$ cat config.mk
export PLATFORM = sky130hd
export DESIGN_NAME = dcache_plru_victim
export DESIGN_NICKNAME = d
export VERILOG_FILES = /design/src/rtl/dcache_plru_victim.sv
export SDC_FILE = /design/constraint.sdc
export NUM_CORES = 1
export LEC_CHECK = 0
export CAP_MARGIN = 5
export CELL_PAD_IN_SITES_DETAIL_PLACEMENT = 1
export CELL_PAD_IN_SITES_GLOBAL_PLACEMENT = 2
export CORE_ASPECT_RATIO = 0.8
export CORE_MARGIN = 2
export CORE_UTILIZATION = 45
export DETAILED_ROUTE_END_ITERATION = 7
export GPL_ROUTABILITY_DRIVEN = 0
export GPL_TIMING_DRIVEN = 0
export PLACE_DENSITY_LB_ADDON = 0.12
export SLEW_MARGIN = 10
export SYNTH_ARGS = -nofsm -noshare
export SYNTH_HDL_FRONTEND = slang
export SYNTH_SLANG_ARGS = --single-unit
$ cat constraint.sdc
create_clock -name clk_i -period 11.2 [get_ports clk_i]
set_input_delay 1.68 -clock clk_i [delete_from_list [all_inputs] [get_ports clk_i]]
set_output_delay 1.68 -clock clk_i [all_outputs]
set_load 0.01 [all_outputs]
$ cat src/rtl/dcache_plru_victim.sv
// Tree-PLRU victim selector for the D$ miss path, with per-set occupancy tracking.
// Optional build macro DCACHE_PLRU_STATS_EN adds saturating request/conflict counters.
module dcache_plru_victim #(
    parameter int WAYS  = 2,
    parameter int SETS  = 128,
    parameter int IDX_W = $clog2(SETS),
    parameter int WAY_W = $clog2(WAYS)
) (
    input  logic             clk_i,
    input  logic             rst_ni,
    input  logic             evict_req_valid_i,
    input  logic [IDX_W-1:0] evict_set_i,
    output logic             evict_req_ready_o,
    output logic             evict_resp_valid_o,
    output logic [WAY_W-1:0] evict_way_o,
    output logic             victim_valid_o,
    input  logic             touch_valid_i,
    input  logic [IDX_W-1:0] touch_set_i,
    input  logic [WAY_W-1:0] touch_way_i,
    input  logic             fill_valid_i,
    input  logic [IDX_W-1:0] fill_set_i,
    input  logic [WAY_W-1:0] fill_way_i,
    input  logic             flush_i,
    output logic             busy_o
`ifdef DCACHE_PLRU_STATS_EN
    ,
    output logic [31:0]      req_cnt_o,
    output logic [31:0]      conflict_cnt_o
`endif
);

    localparam int TREE_W = WAYS - 1;

    typedef enum logic [1:0] {
        CLEAR,
        READY,
        RESP
    } state_t;

    // Heap-ordered walk: each level's node bit selects the half holding the victim.
    function automatic logic [WAY_W-1:0] plru_victim(input logic [TREE_W-1:0] tree);
        logic [WAY_W-1:0]  way;
        logic [TREE_W-1:0] sh;
        int                node;
        way  = '0;
        node = 0;
        for (int l = 0; l < WAY_W; l++) begin
            sh   = tree >> node;
            way  = (way << 1) | WAY_W'(sh[0]);
            node = 2 * node + 1 + (sh[0] ? 1 : 0);
        end
        return way;
    endfunction

    function automatic logic [TREE_W-1:0] plru_update(input logic [TREE_W-1:0] tree,
                                                      input logic [WAY_W-1:0]  way);
        logic [TREE_W-1:0] t;
        logic [WAY_W-1:0]  wsh;
        logic              b;
        int                node;
        t    = tree;
        node = 0;
        for (int l = 0; l < WAY_W; l++) begin
            wsh  = way << l;
            b    = wsh[WAY_W-1];
            t    = (t & ~(TREE_W'(1) << node)) | (TREE_W'(!b) << node);
            node = 2 * node + 1 + (b ? 1 : 0);
        end
        return t;
    endfunction

    logic [TREE_W-1:0] r_tree [SETS];
    logic [WAYS-1:0]   r_occ  [SETS];

    state_t            r_state;
    logic [IDX_W-1:0]  r_cnt;
    logic              r_ready;
    logic              r_resp_valid;
    logic [WAY_W-1:0]  r_way;
    logic              r_victim_valid;
    logic              r_busy;

    logic [TREE_W-1:0] w_tree;
    logic [WAYS-1:0]   w_occ;
    logic              w_has_empty;
    logic [WAY_W-1:0]  w_empty_way;
    logic [WAY_W-1:0]  w_vict_way;
    logic              w_accept;
    logic              w_upd_en;

    assign w_tree      = r_tree[evict_set_i];
    assign w_occ       = r_occ[evict_set_i];
    assign w_has_empty = ~&w_occ;
    assign w_accept    = (r_state == READY) && evict_req_valid_i && !flush_i;
    assign w_upd_en    = (r_state != CLEAR) && !flush_i;

    // Descending scan so the lowest empty way is the last one written.
    always_comb begin
        w_empty_way = '0;
        for (int i = WAYS - 1; i >= 0; i--) begin
            if (((w_occ >> i) & WAYS'(1)) == '0) begin
                w_empty_way = WAY_W'(i);
            end
        end
        w_vict_way = w_has_empty ? w_empty_way : plru_victim(w_tree);
    end

    // Fill is written after touch so it wins when both hit the same set.
    always_ff @(posedge clk_i) begin
        if (r_state == CLEAR) begin
            r_tree[r_cnt] <= '0;
            r_occ[r_cnt]  <= '0;
        end else if (w_upd_en) begin
            if (touch_valid_i) begin
                r_tree[touch_set_i] <= plru_update(r_tree[touch_set_i], touch_way_i);
            end
            if (fill_valid_i) begin
                r_tree[fill_set_i] <= plru_update(r_tree[fill_set_i], fill_way_i);
                r_occ[fill_set_i]  <= r_occ[fill_set_i] | (WAYS'(1) << fill_way_i);
            end
        end
    end

    always_ff @(posedge clk_i or negedge rst_ni) begin
        if (!rst_ni) begin
            r_state        <= CLEAR;
            r_cnt          <= '0;
            r_ready        <= 1'b0;
            r_resp_valid   <= 1'b0;
            r_way          <= '0;
            r_victim_valid <= 1'b0;
            r_busy         <= 1'b1;
        end else if (flush_i) begin
            r_state      <= CLEAR;
            r_cnt        <= '0;
            r_ready      <= 1'b0;
            r_resp_valid <= 1'b0;
            r_busy       <= 1'b1;
        end else begin
            case (r_state)
                CLEAR: begin
                    if (r_cnt == IDX_W'(SETS - 1)) begin
                        r_state <= READY;
                        r_ready <= 1'b1;
                        r_busy  <= 1'b0;
                    end else begin
                        r_cnt <= r_cnt + IDX_W'(1);
                    end
                end
                READY: begin
                    if (evict_req_valid_i) begin
                        r_state        <= RESP;
                        r_ready        <= 1'b0;
                        r_resp_valid   <= 1'b1;
                        r_way          <= w_vict_way;
                        r_victim_valid <= !w_has_empty;
                    end
                end
                RESP: begin
                    r_state      <= READY;
                    r_ready      <= 1'b1;
                    r_resp_valid <= 1'b0;
                end
                default: begin
                    r_state <= CLEAR;
                    r_cnt   <= '0;
                    r_ready <= 1'b0;
                    r_busy  <= 1'b1;
                end
            endcase
        end
    end

    assign evict_req_ready_o  = r_ready;
    assign evict_resp_valid_o = r_resp_valid;
    assign evict_way_o        = r_way;
    assign victim_valid_o     = r_victim_valid;
    assign busy_o             = r_busy;

`ifdef DCACHE_PLRU_STATS_EN
    logic [31:0] r_req_cnt;
    logic [31:0] r_conflict_cnt;

    // Counters survive flush; only reset clears them.
    always_ff @(posedge clk_i or negedge rst_ni) begin
        if (!rst_ni) begin
            r_req_cnt      <= '0;
            r_conflict_cnt <= '0;
        end else begin
            if (w_accept && (r_req_cnt != '1)) begin
                r_req_cnt <= r_req_cnt + 32'd1;
            end
            if (r_resp_valid && r_victim_valid && (r_conflict_cnt != '1)) begin
                r_conflict_cnt <= r_conflict_cnt + 32'd1;
            end
        end
    end

    assign req_cnt_o      = r_req_cnt;
    assign conflict_cnt_o = r_conflict_cnt;
`else
    logic w_unused;
    assign w_unused = w_accept;
`endif

endmodule

; Yosys cells after proc, flatten, opt, wreduce, memory -nomap -nowiden
; Memory sizes are Yosys's and may differ from the RTL's.
; Cells that the tools add are included.
; Widths: inputs -> output; s select.
[classes]
addsub = 1
n_eq_ne = 7
shift = 1
mux = 36
bitwise = 2
n_reduce_logical = 18
[ops]
columns = op, n
row1 = $mux 7, 4
row2 = $mux 1, 23
row3 = $pmux 7 s2, 1
row4 = $reduce_and 2->1, 5
row5 = $mux 2, 4
row6 = $add 7x1->7 const B, 1
row7 = $eq 7x7->1 const B, 1
row8 = $logic_not 2->1, 3
row9 = $ne 3x3->1 const B, 2
row10 = $pmux 2 s3, 1
row11 = $pmux 1 s2, 2
row12 = $reduce_or 2->1, 2
row13 = $logic_not 1->1, 3
row14 = $ne 3x2->1 const B, 1
row15 = $pmux 1 s3, 1
row16 = $reduce_and 3->1, 1
row17 = $reduce_bool 3->1, 1
row18 = $eq 2x1->1 const B, 1
row19 = $eq 2x2->1 const B, 1
row20 = $ne 2x1->1 const B, 1
row21 = $or 2x2->2, 1
row22 = $reduce_bool 2->1, 1
row23 = $shl 1x1->2 const A, 1
row24 = $logic_and 1x1->1, 1
row25 = other kinds (2), 2
[word_totals]
regBits = 14
ramBits = 384
inputBits = 29
out_inout_bits = 5
word_cells = 74
memories = 2
[mem_list]
columns = memory, words, word_bits, read_ports, rd_clocked_by_memory_dff, write_ports, line
row1 = r_occ, 128, 2, 2, 0, 1, 73  ; logic [WAYS-1:0] r_occ [SETS];
row2 = r_tree, 128, 1, 1, 0, 2, 72  ; logic [TREE_W-1:0] r_tree [SETS];

; Logic depth before layout (Yosys ltp)
[depth]
ltp_word = 7
depth_mapped = 12
depth_no_buf = 9

; Least setup slack after synthesis
; OpenSTA, ideal clock, no wires.
[synth_timing]
path_kind = input port to flip-flop
start = in fill_set_i[0]
end = mem r_occ[0][0] (data pin)
arrival_ns = 6.996
required_ns = 10.231
setup_slack_ns = 3.235
stages = 10
path_cell_list = buf_2 buf_2 nor3b_1 buf_2 a22oi_1 o21ai_0 nor2_1 o21ai_0 nor3_1 a31oi_1
[synth_between]
elab_chain_cells = 3
[synth_rtl]
columns = element, line
row1 = "start, declared", 21  ; input logic [IDX_W-1:0] fill_set_i,
row2 = $mem_v2 128x2, -
row3 = $or 2x2->2, 119  ; r_occ[fill_set_i] <= r_occ[fill_set_i] | (WAYS'(1) << fill_way_i);
row4 = $mux 2 (no source line), -
row5 = "end, declared", 73
; Every way passes these cells.

; Worst setup path in the final report
[layout_timing]
start = in fill_set_i[3]
end = mem r_occ[93][1] (data pin)
; Same word-level chain as after synthesis.

==> impl_metrics.ini <==
[synthesis]
yosysSeqAreaShare = 0.542
syn_avg_cell_area_um2 = 11.7
async_flop_share = 0.0327
ys_ff_latch = 397
syn-instance-count = 1877
synth_area_mm2 = 0.0219
synth_largest_area_cell = edfxtp_1
synth.top_cell.area_share = 0.527
synth_top_flop_cell = edfxtp_1
yosys_warnings = 0
synth.distinct_cells = 68
synthTopCellsByArea = edfxtp_1 (53%), mux4_2 (8.0%), o31ai_1 (4.6%)
synth_edf_count = 384
syn_nets = 1911

[route]
drt_first_pass_iters = 7
vias_per_cell = 7.54
totalWireLength_mm = 106
drcViolationCount = 0
num_vias = 19800
ant_nets = 0
first_iter_violations = 3684
drt-wirelength-per-cell_um = 40.4

[worst_setup_path]
reg2reg_from = r_state[0]
reg2reg_depth = 11
rrSetupSlack_ns = 7.04
cp_slowest_stage_delay_ns = 0.91
endpoint_kind = flop
critPathMaxFanout = 31
crit_start = fill_set_i[3]
critPathLaunchType = input port
r2r-end = r_occ[58][1]
critical_path_class = in2reg
cpMostUsedCell = buf_16
crit_path_end = r_occ[93][1]
required_ns = 11.64
cp.arrival_ns = 7.02
critPathSlowestCell = clkbuf_1
crit_chain = clkdlybuf4s50_1 > clkbuf_1 > inv_1 > nor2_1 > nand2_1 > a31oi_1 > nor2_1 > nor4bb_2 > a31oi_4 > buf_16 > buf_16 > buf_16

[power]
peakVddDrop_mv = 0.101
power_mw = 3.38
swShare = 0.261
p_comb_frac = 0.098
pwr-share-seq = 0.477
p_int_mw = 2.49
p_leak_nw = 7.71
switching_power_mw = 0.881
clkPwrFrac = 0.424
powerDensity_mw_per_mm2 = 137

[layout]
drive_above_1_share = 0.120
layout.cells.non_filler = 2622
mostFrequentLayoutCells = edfxtp_1 (384), nor2_1 (176), clkbuf_1 (157)
area_growth_pct = 12.3
finalInstanceArea_mm2 = 0.0246
final_common_cell = edfxtp_1
nets = 1995

[placed_design]
post-place-ws_ns = 4.39
placed_cells = 2545
placed_area_mm2 = 0.0232
io_buffers = 27
hpwlAfterDp_mm = 74.2

[timing]
rsz0062_at_grt = false
setup_ws_ns = 4.61
fmax_mhz = 152
slew_violations = 0
post-route-min-period_ns = 6.59
final_hold_viol_count = 0
fin_worst_skew_ns = 0.0239
slew_headroom = 0.0448
timing.final.crit_share = 0.588
setup_viol = 0
worst_slew_pin_slew_ns = 1.42
finalSetupTns_ns = 0

[clocking]
cts_tree = built
cts_resized = 0
numCtsBuffers = 43
cts-root-buf = clkbuf_16
post_cts_buffers = 0
cts.sinks = 397
clk_latency_ns = 0.60
htree_levels = 2
clk_pin_slew_worst_paths_ns = 0.06
cts.path.max_buffers = 3
postCtsHoldBufs = 0

[grt]
grt_pass1_wl_mm = 146
antenna_found_initial = 7
grt_use_total = 0.416
grt_max_degree = 36
grt_pass1_vias = 19000
gr-total-overflow = 0

[floorplanning]
rows = 72
core_area_mm2 = 0.0482
die_y_um = 201
die_area_mm2 = 0.0504
initial_utilization = 0.454
die_w_um = 251
num_io_pins = 34

[status]
status = finished, final reports clean

[worst_hold_path]
holdPathStages = 2
hold_class = reg2reg

[run]
maxCapViolCount = 0
## cells in the mapped netlist, types with 9 or more instances
cell type,number
o211ai_1,9
nor2b_1,21
nand3_1,33
dfrtp_1,12
mux2i_1,70
nor3_1,9
o21ai_0,160
nand3b_1,14
nand2b_1,16
o22ai_1,149
o31ai_1,134
nand2_1,138
buf_6,10
mux2_2,20
mux4_2,78
buf_2,45
edfxtp_1,384
a21oi_1,34
a22oi_1,58
a31oi_1,12
a221oi_1,16
and2_1,12
nor2_1,176
clkbuf_1,143
## power groups by stage
| stage | sequential (mW) | clock (mW) | combinational, mW |
|---|---|---|---|
| after floorplan | 1.64 | 0 | 0.165 |
| after global placement | 1.64 | 0 | 0.305 |
| after detailed placement | 1.64 | 0 | 0.309 |
| after CTS | 1.61 | 1.42 | 0.310 |
| after global routing | 1.61 | 1.47 | 0.330 |
| final | 1.61 | 1.43 | 0.332 |
## through the flow
| stage | hold WS (ns) | util |
|---|---|---|
| 5_1_grt | 0.499 | 0.510 |
| 3_5_place_dp | 0.479 | 0.482 |
| 6_report | 0.488 | 0.510 |
| 2_1_floorplan | 0.487 | - |
| 3_3_place_gp | 0.475 | 0.476 |
| 4_1_cts | 0.488 | 0.510 |
## logic make-up (layout without fill, tap and decap cells)
kind of cell / after synthesis / in the layout / synth area share
AOI/OAI and AO/OA: 631 / 631 / 0.190
and+or+nand+nor: 461 / 461 / 0.0971
DFF: 397 / 397 / 0.542
buffers and inverters: 211 / 326 / 0.0429
muxes: 170 / 170 / 0.125
adders and majority gates: 5 / 5 / 0.00286
xor gates and xnor gates: 2 / 2 / 0.000800
other: 0 / 1 / 0
## how the worst min path moves through the flow
| stage | from | end | slack [ns] |
|---|---|---|---|
| 6_report | busy_o | busy_o | 0.49 |
| 5_1_grt | busy_o | busy_o | 0.50 |
| 4_1_cts | busy_o | busy_o | 0.49 |
| 3_5_place_dp | busy_o | busy_o | 0.48 |
| 3_3_place_gp | busy_o | busy_o | 0.47 |
| 2_1_floorplan | busy_o | busy_o | 0.49 |
## registers in the layout, indices dropped and copies added, names as in the netlist
register and count:
evict_way_o 1, r_occ 256, r_tree 128, busy_o 1, victim_valid_o 1, evict_resp_valid_o 1, r_cnt 7, r_state 2
## critical path, delay by kind of cell
kind | cells | cell delay [ns]
buf+inv | 6 | 2.69
simple gates | 4 | 1.45
compound gates | 2 | 1.15
## cell type report
type | instances | area [µm²]
antenna | 1 | 2.50
buffer | 204 | 912
clock buffer | 61 | 1210
clock inverter | 15 | 129
fill | 4976 | 23600
inverter | 7 | 26.3
multi-input combinational | 1269 | 9140
sequential | 397 | 11900
tap | 629 | 787
timing repair buffer | 39 | 513
## metal layers
metal / share of wire / wire length (µm) / GRT usage / vias to the layer above
met1: 0.39 / 40900 / 0.578 / 9999
met2: 0.40 / 42300 / 0.569 / 1770
li1: - / - / - / 7653
met5: 0.0014 / 145 / 0.0124 / -
met4: 0.043 / 4550 / 0.159 / 10
met3: 0.17 / 17900 / 0.186 / 329
Power figures use the tool's default switching activity.
